<file path="config.mk">
export PLATFORM = sky130hd
export DESIGN_NAME = decode_execute_reg_flat
export DESIGN_NICKNAME = d
export VERILOG_FILES = /design/src/rtl/decode_execute_if.sv /design/src/rtl/decode_execute_reg.sv /design/src/flat_wrapper.sv
export SDC_FILE = /design/constraint.sdc
export NUM_CORES = 1
export LEC_CHECK = 0
export ABC_AREA = 1
export BUFFER_PORTS_ARGS = -buffer_cell sky130_fd_sc_hd__buf_4
export CORE_AREA = 2 2 170 172
export CTS_CLUSTER_DIAMETER = 40
export CTS_CLUSTER_SIZE = 12
export DETAILED_ROUTE_END_ITERATION = 10
export DIE_AREA = 0 0 172 174
export PLACE_DENSITY_LB_ADDON = 0.15
export SYNTH_ARGS = -nofsm -noshare
export SYNTH_HDL_FRONTEND = slang
export SYNTH_SLANG_ARGS = --single-unit
</file>
<file path="constraint.sdc">
create_clock -name clk -period 1.8 [get_ports clk]
set_input_delay 0.18 -clock clk [delete_from_list [all_inputs] [get_ports clk]]
set_output_delay 0.18 -clock clk [all_outputs]
set_load 0.02 [all_outputs]
</file>
<file path="src/rtl/decode_execute_if.sv">
// ID/EX boundary bundle: decode-side operands, write-back snoop and the
// registered execute-stage view, with one modport per side.
interface decode_execute_if #(
    parameter int CTRL_W = 12,
    parameter int BCNT_W = 16
);
    logic              stall_d;
    logic              flush_e;
    logic              valid_d;
    logic [31:0]       pc_d;
    logic [31:0]       pc_plus4_d;
    logic [4:0]        rs1_d;
    logic [4:0]        rs2_d;
    logic [4:0]        rd_d;
    logic [31:0]       rd1_d;
    logic [31:0]       rd2_d;
    logic [31:0]       imm_d;
    logic [CTRL_W-1:0] ctrl_d;
    logic              wb_we;
    logic [4:0]        wb_rd;
    logic [31:0]       wb_data;

    logic              valid_e;
    logic [31:0]       pc_e;
    logic [31:0]       pc_plus4_e;
    logic [31:0]       imm_e;
    logic [4:0]        rs1_e;
    logic [4:0]        rs2_e;
    logic [4:0]        rd_e;
    logic [31:0]       op1_e;
    logic [31:0]       op2_e;
    logic [CTRL_W-1:0] ctrl_e;
    logic [BCNT_W-1:0] bubble_cnt;

    modport master (
        output stall_d, flush_e, valid_d, pc_d, pc_plus4_d, rs1_d, rs2_d, rd_d,
               rd1_d, rd2_d, imm_d, ctrl_d, wb_we, wb_rd, wb_data,
        input  valid_e, pc_e, pc_plus4_e, imm_e, rs1_e, rs2_e, rd_e,
               op1_e, op2_e, ctrl_e, bubble_cnt
    );

    modport slave (
        input  stall_d, flush_e, valid_d, pc_d, pc_plus4_d, rs1_d, rs2_d, rd_d,
               rd1_d, rd2_d, imm_d, ctrl_d, wb_we, wb_rd, wb_data,
        output valid_e, pc_e, pc_plus4_e, imm_e, rs1_e, rs2_e, rd_e,
               op1_e, op2_e, ctrl_e, bubble_cnt
    );
endinterface

</file>
<file path="src/rtl/decode_execute_reg.sv">
// ID/EX pipeline register with stall/flush, write-back bypass, hard-wired x0
// and a saturating bubble counter. All outputs come straight from flops.
module decode_execute_reg #(
    parameter int CTRL_W = 12,
    parameter int BCNT_W = 16
) (
    input  logic             clk,
    input  logic             rst,
    decode_execute_if.slave  bus
);

    logic              r_valid_e;
    logic [31:0]       r_pc_e;
    logic [31:0]       r_pc_plus4_e;
    logic [31:0]       r_imm_e;
    logic [4:0]        r_rs1_e;
    logic [4:0]        r_rs2_e;
    logic [4:0]        r_rd_e;
    logic [31:0]       r_op1_e;
    logic [31:0]       r_op2_e;
    logic [CTRL_W-1:0] r_ctrl_e;
    logic [BCNT_W-1:0] r_bubble_cnt;

    logic [31:0]       w_op1;
    logic [31:0]       w_op2;
    logic              w_bcnt_sat;

    // The RF is read and written in the same cycle without internal forwarding,
    // so a matching write-back must override the stale read data here.
    function automatic logic [31:0] sel_operand(
        input logic [4:0]  rs,
        input logic [31:0] rd_data,
        input logic        we,
        input logic [4:0]  wrd,
        input logic [31:0] wdata
    );
        logic [31:0] res;
        if (rs == 5'd0) begin
            res = 32'd0;
        end else if (we && (wrd != 5'd0) && (wrd == rs)) begin
            res = wdata;
        end else begin
            res = rd_data;
        end
        return res;
    endfunction

    // Bypass-corrected operands and counter saturation flag
    always_comb begin
        w_op1      = sel_operand(bus.rs1_d, bus.rd1_d, bus.wb_we, bus.wb_rd, bus.wb_data);
        w_op2      = sel_operand(bus.rs2_d, bus.rd2_d, bus.wb_we, bus.wb_rd, bus.wb_data);
        w_bcnt_sat = (r_bubble_cnt == {BCNT_W{1'b1}});
    end

    // E-stage registers: flush beats stall beats load
    always_ff @(posedge clk or negedge rst) begin
        if (!rst) begin
            r_valid_e    <= 1'b0;
            r_pc_e       <= 32'd0;
            r_pc_plus4_e <= 32'd0;
            r_imm_e      <= 32'd0;
            r_rs1_e      <= 5'd0;
            r_rs2_e      <= 5'd0;
            r_rd_e       <= 5'd0;
            r_op1_e      <= 32'd0;
            r_op2_e      <= 32'd0;
            r_ctrl_e     <= '0;
        end else if (bus.flush_e) begin
            r_valid_e    <= 1'b0;
            r_pc_e       <= 32'd0;
            r_pc_plus4_e <= 32'd0;
            r_imm_e      <= 32'd0;
            r_rs1_e      <= 5'd0;
            r_rs2_e      <= 5'd0;
            r_rd_e       <= 5'd0;
            r_op1_e      <= 32'd0;
            r_op2_e      <= 32'd0;
            r_ctrl_e     <= '0;
        end else if (!bus.stall_d) begin
            r_valid_e    <= bus.valid_d;
            r_pc_e       <= bus.pc_d;
            r_pc_plus4_e <= bus.pc_plus4_d;
            r_imm_e      <= bus.imm_d;
            r_rs1_e      <= bus.rs1_d;
            r_rs2_e      <= bus.rs2_d;
            r_rd_e       <= bus.rd_d;
            r_op1_e      <= w_op1;
            r_op2_e      <= w_op2;
            r_ctrl_e     <= bus.ctrl_d;
        end
    end

    // Bubble counter: counts every flush edge, sticks at all-ones
    always_ff @(posedge clk or negedge rst) begin
        if (!rst) begin
            r_bubble_cnt <= '0;
        end else if (bus.flush_e && !w_bcnt_sat) begin
            r_bubble_cnt <= r_bubble_cnt + BCNT_W'(1);
        end
    end

    assign bus.valid_e    = r_valid_e;
    assign bus.pc_e       = r_pc_e;
    assign bus.pc_plus4_e = r_pc_plus4_e;
    assign bus.imm_e      = r_imm_e;
    assign bus.rs1_e      = r_rs1_e;
    assign bus.rs2_e      = r_rs2_e;
    assign bus.rd_e       = r_rd_e;
    assign bus.op1_e      = r_op1_e;
    assign bus.op2_e      = r_op2_e;
    assign bus.ctrl_e     = r_ctrl_e;
    assign bus.bubble_cnt = r_bubble_cnt;

endmodule

</file>
<file path="src/flat_wrapper.sv">
// flat-port wrapper written by rule: the top's interface ports become plain ports
module decode_execute_reg_flat 
#(
    parameter int CTRL_W = 12,
    parameter int BCNT_W = 16
)
  (clk, rst, bus_stall_d, bus_flush_e, bus_valid_d, bus_pc_d, bus_pc_plus4_d, bus_rs1_d, bus_rs2_d, bus_rd_d, bus_rd1_d, bus_rd2_d, bus_imm_d, bus_ctrl_d, bus_wb_we, bus_wb_rd, bus_wb_data, bus_valid_e, bus_pc_e, bus_pc_plus4_e, bus_imm_e, bus_rs1_e, bus_rs2_e, bus_rd_e, bus_op1_e, bus_op2_e, bus_ctrl_e, bus_bubble_cnt);
  decode_execute_if #(.CTRL_W(CTRL_W), .BCNT_W(BCNT_W)) bus_i ();
  input  logic clk;
  input  logic rst;
  input wire logic [$bits(bus_i.stall_d)-1:0] bus_stall_d;
  input wire logic [$bits(bus_i.flush_e)-1:0] bus_flush_e;
  input wire logic [$bits(bus_i.valid_d)-1:0] bus_valid_d;
  input wire logic [$bits(bus_i.pc_d)-1:0] bus_pc_d;
  input wire logic [$bits(bus_i.pc_plus4_d)-1:0] bus_pc_plus4_d;
  input wire logic [$bits(bus_i.rs1_d)-1:0] bus_rs1_d;
  input wire logic [$bits(bus_i.rs2_d)-1:0] bus_rs2_d;
  input wire logic [$bits(bus_i.rd_d)-1:0] bus_rd_d;
  input wire logic [$bits(bus_i.rd1_d)-1:0] bus_rd1_d;
  input wire logic [$bits(bus_i.rd2_d)-1:0] bus_rd2_d;
  input wire logic [$bits(bus_i.imm_d)-1:0] bus_imm_d;
  input wire logic [$bits(bus_i.ctrl_d)-1:0] bus_ctrl_d;
  input wire logic [$bits(bus_i.wb_we)-1:0] bus_wb_we;
  input wire logic [$bits(bus_i.wb_rd)-1:0] bus_wb_rd;
  input wire logic [$bits(bus_i.wb_data)-1:0] bus_wb_data;
  output wire logic [$bits(bus_i.valid_e)-1:0] bus_valid_e;
  output wire logic [$bits(bus_i.pc_e)-1:0] bus_pc_e;
  output wire logic [$bits(bus_i.pc_plus4_e)-1:0] bus_pc_plus4_e;
  output wire logic [$bits(bus_i.imm_e)-1:0] bus_imm_e;
  output wire logic [$bits(bus_i.rs1_e)-1:0] bus_rs1_e;
  output wire logic [$bits(bus_i.rs2_e)-1:0] bus_rs2_e;
  output wire logic [$bits(bus_i.rd_e)-1:0] bus_rd_e;
  output wire logic [$bits(bus_i.op1_e)-1:0] bus_op1_e;
  output wire logic [$bits(bus_i.op2_e)-1:0] bus_op2_e;
  output wire logic [$bits(bus_i.ctrl_e)-1:0] bus_ctrl_e;
  output wire logic [$bits(bus_i.bubble_cnt)-1:0] bus_bubble_cnt;
  assign bus_i.stall_d = bus_stall_d;
  assign bus_i.flush_e = bus_flush_e;
  assign bus_i.valid_d = bus_valid_d;
  assign bus_i.pc_d = bus_pc_d;
  assign bus_i.pc_plus4_d = bus_pc_plus4_d;
  assign bus_i.rs1_d = bus_rs1_d;
  assign bus_i.rs2_d = bus_rs2_d;
  assign bus_i.rd_d = bus_rd_d;
  assign bus_i.rd1_d = bus_rd1_d;
  assign bus_i.rd2_d = bus_rd2_d;
  assign bus_i.imm_d = bus_imm_d;
  assign bus_i.ctrl_d = bus_ctrl_d;
  assign bus_i.wb_we = bus_wb_we;
  assign bus_i.wb_rd = bus_wb_rd;
  assign bus_i.wb_data = bus_wb_data;
  assign bus_valid_e = bus_i.valid_e;
  assign bus_pc_e = bus_i.pc_e;
  assign bus_pc_plus4_e = bus_i.pc_plus4_e;
  assign bus_imm_e = bus_i.imm_e;
  assign bus_rs1_e = bus_i.rs1_e;
  assign bus_rs2_e = bus_i.rs2_e;
  assign bus_rd_e = bus_i.rd_e;
  assign bus_op1_e = bus_i.op1_e;
  assign bus_op2_e = bus_i.op2_e;
  assign bus_ctrl_e = bus_i.ctrl_e;
  assign bus_bubble_cnt = bus_i.bubble_cnt;
  decode_execute_reg #(.CTRL_W(CTRL_W), .BCNT_W(BCNT_W)) u_core (.clk(clk), .rst(rst), .bus(bus_i));
endmodule
</file>
* Yosys cells after proc, flatten, opt, wreduce, memory -nomap -nowiden *
Cells that the tools add are included.

storage, ports and cells
  register bits = 204
  bits in latches = 0
  bits in writable memories = 0
  memory bits (read-only) = 0
  input bits = 230
  output and inout bits = 204
  word-level logic and storage cells = 48
  memories kept = 0

cells by class
  add/subtract/negate cells = 1
  multiply operators = 0
  div/mod/pow operators = 0
  $lt $le $gt $ge = 0
  equal/unequal tests = 4
  shifts and indexed selects = 0
  multiplexer cells = 24
  bitwise gates (word level) = 0
  reductions and logical operators = 8

operator list
  operator                 count
  $mux W32                 14
  $mux W5                  6
  $mux W12                 2
  $add A16 B1 Y16 const B  1
  $eq A16 B16 Y1 const B   1
  $eq A5 B5 Y1             2
  $logic_not A5 Y1         2
  $reduce_bool A5 Y1       1
  $logic_and A1 B1 Y1      4
  $mux W1                  2
  $ne A2 B1 Y1 const B     1
  $logic_not A1 Y1         1

* Longest topological paths before layout *
Gate-level depths: netlist (run 1).

  depth in word-level cells = 7
  gate-level depth with buffers = 10
  mapped depth without buffers = 9

* Worst setup path after synthesis (run 1) *
No wires, ideal clock.

  path kind = register -> register
  from = reg u_core.r_bubble_cnt[1] (netlist: u_core.bus.bubble_cnt[1])
  to = reg u_core.r_bubble_cnt[3] (netlist: u_core.bus.bubble_cnt[3])
  library setup time = 123 ps
  arrival = 1517 ps
  data required time = 1677 ps
  path slack = 160 ps
  stages on the path, launching flop included = 10
  path buffers = 1
  period minus slack after synthesis = 1640 ps
  cells stage by stage = dfrtp_1 -> ha_1 -> nand3_2 -> nor3_4 -> nand3_2 -> nand2_4 -> inv_4 -> buf_6 -> nand3_2 -> nand2_1

on the way
  word-level cells in the longest chain between the ends = 3
  elaborated cells between the ends (all ways) = 4
  classes of those cells = add/sub: 1; eq/ne: 1; reduce/logical: 2

RTL lines
  item                                                     RTL line                  RTL
  from (decl)                                              decode_execute_reg.sv:22  logic [BCNT_W-1:0] r_bubble_cnt;
  from (signal assigned)                                   decode_execute_reg.sv:98  r_bubble_cnt <= r_bubble_cnt + BCNT_W'(1);
  branches (longest 3 deep; another with $add A16 B1 Y16)  -

Parallel ways; which one is timed is not known.
A chain may end at the register's enable or synchronous reset.

* Worst setup path in the final report (run 1) *
  from = reg u_core.r_bubble_cnt[1] (netlist: u_core.bus.bubble_cnt[1])
  to = reg u_core.r_bubble_cnt[7] (netlist: u_core.bus.bubble_cnt[7])

Same word-level chain as after synthesis.

==> results of run 1 <==
==> cells in the mapped netlist, drive strengths merged <==
| master | n |
|---|---|
| buf | 51 |
| clkbuf | 15 |
| nand2 | 256 |
| o31ai | 2 |
| ha | 1 |
| a22o | 116 |
| o21ai | 13 |
| nor2 | 17 |
| inv | 121 |
| nand4 | 65 |
| nand3 | 81 |
| xnor2 | 5 |
| xor2 | 13 |
| nand3b | 3 |
| dfrtp | 204 |
| nor3 | 7 |
==> cell type report <==
class / count / share of cell area (%)
repair buffers: 648 / 34.02
clock inverters: 21 / 1.840
multi-input cells: 579 / 20.20
diodes: 1 / 0.01547
flip-flops and latches: 204 / 31.55
clock buffers: 47 / 6.588
inverters: 121 / 2.822
well taps: 384 / 2.969
==> sequential cells by signal, summed over array words and instances, names as in the netlist <==
name                   cells
u_core.bus.valid_e         1
u_core.bus.imm_e          32
u_core.bus.pc_plus4_e     32
u_core.bus.op2_e          32
u_core.bus.rs2_e           5
u_core.bus.bubble_cnt     16
u_core.bus.rd_e            5
u_core.bus.op1_e          32
u_core.bus.pc_e           32
u_core.bus.ctrl_e         12
u_core.bus.rs1_e           5
==> metal layers <==
layer | routed length (microns) | GRT usage (%) | up-vias
met2 | 17610 | 39.51 | 399
li1 | - | - | 4498
met4 | 1316 | 9.139 | 0
met5 | 0 | 0 | -
met3 | 2414 | 5.396 | 75
met1 | 15010 | 30.04 | 4600
==> cells by family (layout without fill, tap and decap cells) <==
kind of cell | count (synthesis) | in the layout | synth area share [%]
compound gates | 131 | 131 | 12.00
fa+ha+maj | 1 | 1 | 0.1370
other cells | 0 | 1 | 0
flops | 204 | 204 | 55.91
xor+xnor | 18 | 18 | 1.727
buf+inv | 187 | 837 | 8.661
simple gates | 429 | 429 | 21.56
==> placed cells by master (no fill, tap or decap), drive strengths merged <==
cell         count
a22o           116
buf            469
bufinv           6
clkbuf          48
clkinv           5
clkinvlp         4
dfrtp          204
diode            1
dlygate4sd3    178
ha               1
inv            127
nand2          256
nand3           81
nand3b           3
nand4           65
nor2            17
nor3             7
o21ai           13
o31ai            2
xnor2            5
xor2            13
==> worst paths after layout <==
check                                              start                         to  slack [ns]
worst min-delay path                        bus_rd1_d[8]        u_core.bus.op1_e[8]        0.02
worst max-delay path            u_core.bus.bubble_cnt[1]   u_core.bus.bubble_cnt[7]        0.12
worst max register to register  u_core.bus.bubble_cnt[1]   u_core.bus.bubble_cnt[7]        0.12
min in group asynchronous                            rst  u_core.bus.bubble_cnt[11]        0.25
worst min register to register      u_core.bus.op2_e[22]       u_core.bus.op2_e[22]        0.48
max in group asynchronous                            rst       u_core.bus.op2_e[12]        0.97
==> stage by stage <==
stage                     power [W]  instance area, sq um  cells
after floorplan            0.006318                  9130    970
after global placement     0.007694                 13000   1756
after detailed placement   0.007712                 13000   1756
after CTS                   0.01568                 16140   2002
after global routing        0.01622                 16180   2004
final                       0.01559                 16180   2005
==> timing repair <==
item / 4_1_cts / 5_1_grt
gates resized for setup: 0 / 3
buffers inserted: 0 / 2
hold buffers: 178 / 0
endpoints found under the hold margin: 221 / 0
endpoints found under the setup margin: 0 / 14
==> power by group through the flow <==
stage          Clock [W]  Sequential, W  Combinational [W]
3_3_place_gp           0        0.00522            0.00247
3_5_place_dp           0        0.00522            0.00249
4_1_cts          0.00770        0.00516            0.00281
5_1_grt          0.00794        0.00521            0.00307
6_report         0.00757        0.00518            0.00285
2_1_floorplan          0        0.00558           0.000735
==> worst register-to-register path, delay by kind of cell (launching register included) <==
kind | cells | cell delay, ns
buf+inv | 1 | 0.11
flops | 1 | 0.44
fa+ha+maj | 1 | 0.19
simple gates | 6 | 0.83
==> metrics.yaml, run 1 <==
dp_hpwl_microns: 24770
yosysUniqueCellTypes: 27
drt_iter0_drc: 533
endpoint_kind: "register"
finalWorstSetupSlack_ns: 0.1191
hold_ws_ns: 0.01978
seq_area_frac_synth_pct: 55.91
io_buffer_count: 433
cts_buffer_depth: 3
final-seq-area_sq_um: 5105
fin_skew_ns: 0.008781
overflow: 0
syn_area_per_cell_sq_um: 9.412
fp-row-count: 62
start_util_pct: 32.33
wl_per_cell_microns: 18.13
clock_sinks: 204
setup.worst_path.class: "reg2reg"
period_minus_slack_ns: 1.681
synth_area_sq_um: 9130
synth_top_area_share_pct: 55.91
syn_nets: 1201
die_h_microns: 174
nets: 1822
h-tree-depth: 2
critPathLaunchType: "register"
finalHoldViolCount: 0
max_freq_ghz: 0.5949
hp-class: "in2reg"
pwr-share-seq_pct: 33.2
via_per_inst: 4.774
path_clk_slew_ns: 0.05
synth_seq_cells: 204
drv_cap: 0
swShare_pct: 27.05
track_usage_pct: 23.78
crit_fanout: 18
arrival_ns: 2.06
yosysTopAreaCell: "dfrtp_1"
crit_chain: "ha_4 > nand3_2 > nor3_4 > nand3_2 > nand2_8 > inv_4 > nand3b_1 > nand2_1"
cts_tree: "built"
vias: 9572
place_ws_ns: 0.1219
path_depth: 8
p_per_area_nw_per_um2: 963.8
path_buf_inv: 1
die_area_sq_um: 29930
combPwrFrac_pct: 18.3
cp_data_required_time_ns: 2.18
numCtsBuffers: 37
finalSetupViolations: 0
post-route-period-util_pct: 93.39
cts-root-buf: "clkbuf_16"
outcome: "finished clean"
worst_path_most_repeated_cell: "nand3_2"
slew_headroom_pct: 60.55
power_leakage_nw: 8.638
ant_nets: 0
cp_slowest_cell: "dfrtp_1"
core_area_sq_um: 28240
io_pins: 434
synth.area.top_cells: "dfrtp_1 56%, a22o_1 11%, nand2_1 10%"
drc: 0
crit_family: "simple AND/OR/NAND/NOR gates"
die_w_microns: 172
critPathMaxStageDelay_ns: 0.44
grt_pass1_wl_microns: 55610
drt-total-wl_microns: 36350
synth-warning-count: 0
tns_ns: 0
clk-insertion-delay-late_ns: 0.49
reg2reg_depth: 8
finalWeightedCongestion: 0.8826
pwr-share-clk_pct: 48.5
multi_input_area_sq_um: 3268
area_delta_synth_final_pct: 77.22
p_switching_w: 0.004219
antenna_found_initial: 1
postSynthCellCount: 970
worstMarginPinSlew_ns: 0.5872
hold_depth: 5
post-route-util_pct: 57.30
dr.pass1.iters: 5
ir_drop_mv: 0.5901
grt_max_degree: 55
grt_pass1_vias: 10020
drive_above_1_share_pct: 34.26
nFillCells: 2554
p_int_w: 0.01138
drv_slew: 0
Note: power is estimated with default switching activity, not from simulation.
==> inputs of run 2 (changes only) <==
--- a/config.mk
+++ b/config.mk
@@ -15,2 +15,3 @@
 export PLACE_DENSITY_LB_ADDON = 0.15
+export REMOVE_ABC_BUFFERS = 1
 export SYNTH_ARGS = -nofsm -noshare
==> constraint.sdc (replaced) <==
create_clock -name clk -period 1.8 [get_ports clk]
set_input_delay 0.36 -clock clk [delete_from_list [all_inputs] [get_ports clk]]
set_output_delay 0.36 -clock clk [all_outputs]
set_load 0.02 [all_outputs]
==> run 2 against run 1 <==
Compared with the run above: clock skew down 0.0027 ns; power down 6.6%; combinational power down 14%; hold slack better by 0.074 ns; maximum frequency up 3.7%; sequential share of layout area up 4.5 points; routed wire length down 11%; non-clock buffer count down 191; flip-flop and latch count unchanged; register-to-register slack better by 0.06 ns; first-iteration DRC count up 0.94%.
==> metrics.yaml, run 2 (same netlist as run 1, synthesis figures left out) <==
nets: 1628  # was 1822
nFillCells: 2688  # was 2554
route.met2.wl_microns: 15300  # was 17610 microns
placed_area_sq_um: 12930  # was 13000 sq um
start_util_pct: 32.33  # unchanged
stdcell_count: 1804  # was 2005
grt_pass1_wl_microns: 49740  # was 55610 microns
core_area_sq_um: 28240  # unchanged
cp_slowest_cell: "dfrtp_1"  # unchanged
via_per_inst: 4.784  # was 4.774
p_int_w: 0.01062  # was 0.01138 W
period_minus_slack_ns: 1.621  # was 1.681 ns
ant_nets: 0  # unchanged
hp-class: "in2reg"  # unchanged
pwr-share-seq_pct: 35.5  # was 33.2%
path_buf_inv: 1  # unchanged
maxUsedRoutingLayer: "met4"  # unchanged
total_power_w: 0.01457  # was 0.01559 W
power_leakage_nw: 7.777  # was 8.638 nW
track_usage_pct: 21.14  # was 23.78%
drv_cap: 0  # unchanged
clock_sinks: 204  # unchanged
rsz0062_at_grt: "false"
cts-root-buf: "clkbuf_16"  # unchanged
die_area_sq_um: 29930  # unchanged
drc: 0  # unchanged
max_freq_ghz: 0.6170  # was 0.5949 GHz
place_inst: 1744  # was 1756
critPathLaunchType: "register"  # unchanged
endpoint_kind: "register"  # unchanged
layout_common_cells: "438 x buf_4, 254 x nand2_1, 204 x dfrtp_1, 118 x inv_1, 116 x a22o_1"  # was 454 x buf_4, 254 x nand2_1, 204 x dfrtp_1, 178 x dlygate4sd3_1, 118 x inv_1
die_h_microns: 174  # unchanged
outcome: "finished clean"  # unchanged
swShare_pct: 27.11  # was 27.05%
cp-startpoint: "u_core.bus.bubble_cnt[1]"  # unchanged
wl_per_cell_microns: 17.84  # was 18.13 microns
dr_wl_met3_microns: 3014  # was 2414 microns
n_antenna_cell: 0  # was 1
antenna_found_initial: 0  # was 1
combPwrFrac_pct: 16.8  # was 18.3%
critPathMaxStageDelay_ns: 0.41  # was 0.44 ns
setup.worst_path.class: "reg2reg"  # unchanged
dr.pass1.iters: 4  # was 5
grt_pass1_vias: 8807  # was 10020
grt_max_degree: 79  # was 55
drt-total-wl_microns: 32180  # was 36350 microns
crit_family: "simple AND/OR/NAND/NOR gates"  # unchanged
crit_fanout: 18  # unchanged
worst_path_most_repeated_cell: "nand3_2"  # unchanged
area_delta_synth_final_pct: 55.21  # was 77.22%
fin_skew_ns: 0.006099  # was 0.008781 ns
numCtsBuffers: 34  # was 37
finalSetupViolations: 0  # unchanged
cp_data_required_time_ns: 2.16  # was 2.18 ns
final_common_cell: "buf_4"  # unchanged
fp-row-count: 62  # unchanged
overflow: 0  # unchanged
worstHoldStart: "bus_rd_d[2]"  # was bus_rd1_d[8]
final_area_sq_um: 14170  # was 16180 sq um
crit_chain: "ha_1 > nand3_2 > nor3_4 > nand3_2 > nand2_4 > inv_4 > nand2_1 > o21ai_0"  # was ha_4 > nand3_2 > nor3_4 > nand3_2 > nand2_8 > inv_4 > nand3b_1 > nand2_1
ir_drop_mv: 0.4576  # was 0.5901 mV
path_clk_slew_ns: 0.06  # was 0.05 ns
drv_slew: 0  # unchanged
post-route-period-util_pct: 90.04  # was 93.39%
post_cts_resized: 0  # unchanged
finalHoldViolCount: 0  # unchanged
die_w_microns: 172  # unchanged
wirelength_met1_microns: 13000  # was 15010 microns
finalWeightedCongestion: 0.8264  # was 0.8826
cts_buffer_depth: 3  # unchanged
h-tree-depth: 2  # unchanged
pwr-share-clk_pct: 47.7  # was 48.5%
arrival_ns: 1.99  # was 2.06 ns
tns_ns: 0  # unchanged
p_switching_w: 0.003949  # was 0.004219 W
p_per_area_nw_per_um2: 1028  # was 963.8 nW/um^2
drt_iter0_drc: 538  # was 533
dp_hpwl_microns: 22840  # was 24770 microns
slew_headroom_pct: 70.93  # was 60.55%
vias: 8631  # was 9572
clk-insertion-delay-late_ns: 0.49  # about the same
io_pins: 434  # unchanged
io_buffer_count: 433  # unchanged
regToRegStartpoint: "u_core.bus.bubble_cnt[1]"  # unchanged
worstMarginPinSlew_ns: 0.4360  # was 0.5872 ns
drive_above_1_share_pct: 37.46  # was 34.26%
cts_tree: "built"  # unchanged
-- run 2: cell count changes in the layout (fill, tap and decap cells not counted), sizes merged --
cell	before	now
dlygate4sd3	178	1
buf	469	455
clkbuf	48	43
clkinvlp	4	2
bufinv	6	5
clkinv	5	4
diode	1	0
-- run 2: final timing paths --
check,endpoint,slack [ns],cells past startpoint
max in group asynchronous,u_core.bus.pc_e[14],0.95,3
min in group asynchronous,u_core.bus.op2_e[18],0.27,2
min reg2reg,u_core.bus.op2_e[22],0.48,2
min,u_core.bus.rd_e[2],0.09,2
max,u_core.bus.bubble_cnt[15],0.18,8
max reg2reg,u_core.bus.bubble_cnt[15],0.18,8
-- run 2: what timing repair did --
item / CTS / global route
hold buffers: 1 / 0
setup buffers: 0 / 0
hold endpoints to repair: 55 / 0
endpoints found under the setup margin: 0 / 0
-- run 2: power by group through the flow --
stage	Sequential (W)	Clock [W]	Combinational, W
finish	0.00517	0.00695	0.00244
global route	0.00521	0.00737	0.00265
CTS	0.00517	0.00712	0.00248
detailed placement	0.00524	0	0.00247
global placement	0.00524	0	0.00246
floorplan	0.00558	0	0.000690
-- run 2: per-stage QoR --
step | hold WS, ns | setup slack, ns | util, %
2_1_floorplan | 0.06441 | -3.351 | -
3_3_place_gp | 0.2330 | 0.1068 | 45.79
3_5_place_dp | 0.2294 | 0.1100 | 45.79
4_1_cts | 0.07477 | 0.1719 | 50.19
5_1_grt | 0.07045 | 0.02163 | 50.19
6_report | 0.09423 | 0.1792 | 50.19
-- run 2: metal layers --
| metal | GRT usage, % | vias to the layer above |
|---|---|---|
| li1 | - | 4110 |
| met1 | 26.80 | 4078 |
| met2 | 34.74 | 390 |
| met3 | 6.079 | 53 |
| met4 | 6.723 | 0 |
| met5 | 0 | - |
-- run 2: cell type report --
class,instances,area (sq um),area share (%)
Clock buffer,42,984.7,6.949
Multi-Input combinational cell,579,3247,22.91
Inverter,121,456.7,3.223
Clock inverter,17,245.2,1.731
Sequential cell,204,5105,36.02
Tap cell,384,480.5,3.390
Timing Repair Buffer,457,3652,25.77
==> inputs of run 3 (changes only) <==
ABC_AREA = default   (was 1)
CAP_MARGIN = 20   (was default)
CORE_AREA = default   (was 2 2 170 172)
CORE_ASPECT_RATIO = 1.1   (was default)
CORE_UTILIZATION = 30   (was default)
DIE_AREA = default   (was 0 0 172 174)
==> run 3 against run 2 <==
Compared with the run above: clock skew shrank 0.0027 ns; clock power rose by 5.8%; critical endpoint is now u_core.bus.bubble_cnt[1]; combinational power rose by 8.2%; clock-buffer cell count increased by 1; sequential share of layout area down 0.47 points; global-route usage decreased by 1.1 points.
==> metrics.yaml, run 3 <==
die_w_microns: 167.4  # was 172 microns
endpoint_kind: "register"  # unchanged
syn_area_per_cell_sq_um: 10.46  # was 9.412 sq um
overflow: 0  # unchanged
synth_seq_cells: 204  # unchanged
grt_max_degree: 100  # was 79
cp-startpoint: "u_core.bus.bubble_cnt[0]"  # was u_core.bus.bubble_cnt[1]
area_delta_synth_final_pct: 59.12  # was 55.21%
total_power_w: 0.01512  # was 0.01457 W
drive_above_1_share_pct: 41.24  # was 37.46%
synth_edf_count: 0  # unchanged
h-tree-depth: 2  # unchanged
nets: 1542  # was 1628
grt_pass1_wl_microns: 48600  # was 49740 microns
die_area_sq_um: 30780  # was 29930 sq um
synth_area_sq_um: 9025  # was 9130 sq um
die_h_microns: 183.9  # was 174 microns
route.met2.wl_microns: 15250  # was 15300 microns
core_area_sq_um: 29560  # was 28240 sq um
synth-warning-count: 0  # unchanged
power_leakage_nw: 7.209  # was 7.777 nW
dp_hpwl_microns: 22460  # was 22840 microns
io_pins: 434  # unchanged
cts-root-buf: "clkbuf_16"  # unchanged
cts_setup_buffers: 0  # unchanged
crit_chain: "ha_1 > nand3_2 > or4_4 > o21a_4 > mux2_4"  # was ha_1 > nand3_2 > nor3_4 > nand3_2 > nand2_4 > inv_4 > nand2_1 > o21ai_0
maxUsedRoutingLayer: "met4"  # unchanged
finalHoldViolCount: 0  # unchanged
finalWeightedCongestion: 0.7974  # was 0.8264
track_usage_pct: 20.06  # was 21.14%
post-route-util_pct: 48.57  # was 50.19%
worstMarginPinSlew_ns: 0.7268  # was 0.4360 ns
drt_iter0_drc: 428  # was 538
n_antenna_cell: 0  # unchanged
place_inst: 1647  # was 1744
dr.pass1.iters: 5  # was 4
yosysTopAreaCell: "dfrtp_1"  # unchanged
rsz0062_at_grt: "false"  # unchanged
fp-row-count: 66  # was 62
ys_async_sr_fraction_pct: 100.0  # unchanged
period_minus_slack_ns: 1.715  # was 1.621 ns
cts_buffer_depth: 3  # unchanged
final_common_cell: "buf_4"  # unchanged
drt-total-wl_microns: 31320  # was 32180 microns
finalSetupViolations: 0  # unchanged
ir_drop_mv: 0.6968  # was 0.4576 mV
fin_skew_ns: 0.003390  # was 0.006099 ns
clock_sinks: 204  # unchanged
clk-insertion-delay-late_ns: 0.48  # was 0.49 ns
cp_data_required_time_ns: 2.17  # was 2.16 ns
slew_headroom_pct: 51.54  # was 70.93%
cts_tree: "built"  # unchanged
tns_ns: 0  # unchanged
drc: 0  # unchanged
drv_slew: 0  # unchanged
hp-class: "in2reg"  # unchanged
stdcell_count: 1710  # was 1804
layout_common_cells: "466 x buf_4, 204 x dfrtp_1, 132 x nand2_1, 131 x nor2_1, 124 x mux2i_1"  # was 438 x buf_4, 254 x nand2_1, 204 x dfrtp_1, 118 x inv_1, 116 x a22o_1
synth_top_area_share_pct: 56.56  # was 55.91%
seq_area_frac_synth_pct: 56.56  # was 55.91%
post-route-period-util_pct: 95.25  # was 90.04%
drv_cap: 0  # unchanged
arrival_ns: 2.08  # was 1.99 ns
cp_slowest_cell: "or4_4"  # was dfrtp_1
path_clk_slew_ns: 0.06  # about the same
wirelength_met1_microns: 12390  # was 13000 microns
max_freq_ghz: 0.5832  # was 0.6170 GHz
post-synth-top-count-cell: "dfrtp_1"  # was nand2_1
critPathMaxStageDelay_ns: 0.43  # was 0.41 ns
start_util_pct: 30.53  # was 32.33%
synth_common_cells: "204 x dfrtp_1, 132 x nand2_1, 131 x nor2_1"  # was 254 x nand2_1, 204 x dfrtp_1, 118 x inv_1
numCtsBuffers: 35  # was 34
postSynthCellCount: 863  # was 970
outcome: "finished clean"  # unchanged
regToRegStartpoint: "u_core.bus.bubble_cnt[0]"  # was u_core.bus.bubble_cnt[1]
antenna_found_initial: 0  # unchanged
setup.worst_path.class: "reg2reg"  # unchanged
synth.area.top_cells: "dfrtp_1 57%, mux2i_1 14%, nand2_1 5.5%"  # was dfrtp_1 56%, a22o_1 11%, nand2_1 10%
crit_fanout: 5  # was 18
io_buffer_count: 433  # unchanged
wl_per_cell_microns: 18.31  # was 17.84 microns
dr_wl_met3_microns: 2998  # was 3014 microns
via_per_inst: 4.822  # was 4.784
nFillCells: 2792  # was 2688
critPathLaunchType: "register"  # unchanged
ys.flop_type: "dfrtp_1"  # unchanged
p_per_area_nw_per_um2: 1053  # was 1028 nW/um^2
vias: 8245  # was 8631
yosysUniqueCellTypes: 31  # was 27
grt_pass1_vias: 8477  # was 8807
ant_nets: 0  # unchanged
worstHoldStart: "bus_pc_d[2]"  # was bus_rd_d[2]
[run 3: power breakdown]
| group | internal [W] | total, W | switching [W] |
|---|---|---|---|
| combinational | 0.00123 | 0.00264 | 0.00141 |
| clock | 0.00499 | 0.00735 | 0.00236 |
| sequential | 0.00492 | 0.00513 | 0.000207 |
| total | 0.0111 | 0.0151 | 0.00397 |
[run 3: final timing paths]
check / end / slack [ns] / depth (start not counted)
worst max-delay path: u_core.bus.bubble_cnt[1] / 0.09 / 5
worst min-delay path: u_core.bus.pc_e[2] / 0.11 / 3
worst max register to register: u_core.bus.bubble_cnt[1] / 0.09 / 5
worst min register to register: u_core.bus.op2_e[27] / 0.50 / 2
max in group asynchronous: u_core.bus.pc_e[15] / 0.80 / 3
min in group asynchronous: u_core.bus.op2_e[30] / 0.36 / 2
[run 3: through the flow]
stage / setup WS [ns] / area [sq um] / hold slack [ns]
final: 0.08545 / 14360 / 0.1059
after floorplan: -1.887 / 8742 / 0.06441
after CTS: 0.04391 / 14350 / 0.08488
after global routing: 0.004422 / 14360 / 0.1003
after global placement: -0.4126 / 13040 / 0.3102
after detailed placement: -0.4743 / 13040 / 0.3132
[run 3: cell type report]
class	count	area, sq um	share of cell area [%]
Sequential cell	204	5105	35.55
Clock buffer	43	968.4	6.744
Multi-Input combinational cell	584	3685	25.66
Inverter	4	15.01	0.1046
Tap cell	374	467.9	3.259
Timing Repair Buffer	482	3794	26.42
Clock inverter	19	325.3	2.265
[run 3: kinds of logic (layout without fill, tap and decap cells)]
group / count (synthesis) / in the layout / synth area share (%)
AOI/OAI and AO/OA: 76 / 76 / 6.350
xor gates and xnor gates: 22 / 22 / 2.135
adders and majority gates: 1 / 1 / 0.1386
DFF: 204 / 204 / 56.56
buffers and inverters: 75 / 548 / 3.300
and+or+nand+nor: 360 / 360 / 17.59
muxes: 125 / 125 / 13.92
[run 3: critical path: cells and delay by family (launching register included)]
kind / cells / cell delay [ns]
AOI/OAI and AO/OA: 1 / 0.24
DFF: 1 / 0.34
muxes: 1 / 0.29
adders and majority gates: 1 / 0.20
and+or+nand+nor: 2 / 0.53
[run 3: layer usage]
| metal | track usage [%] | up-vias |
|---|---|---|
| met4 | 5.541 | 0 |
| met3 | 7.083 | 54 |
| met1 | 23.92 | 3928 |
| met2 | 34.08 | 349 |
| met5 | 0 | - |
| li1 | - | 3914 |
[run 3: repair_timing]
item,in CTS,in global routing
hold buffers,1,0
endpoints found under the hold margin,28,0
setup endpoints to repair,0,42
resized for setup,0,3
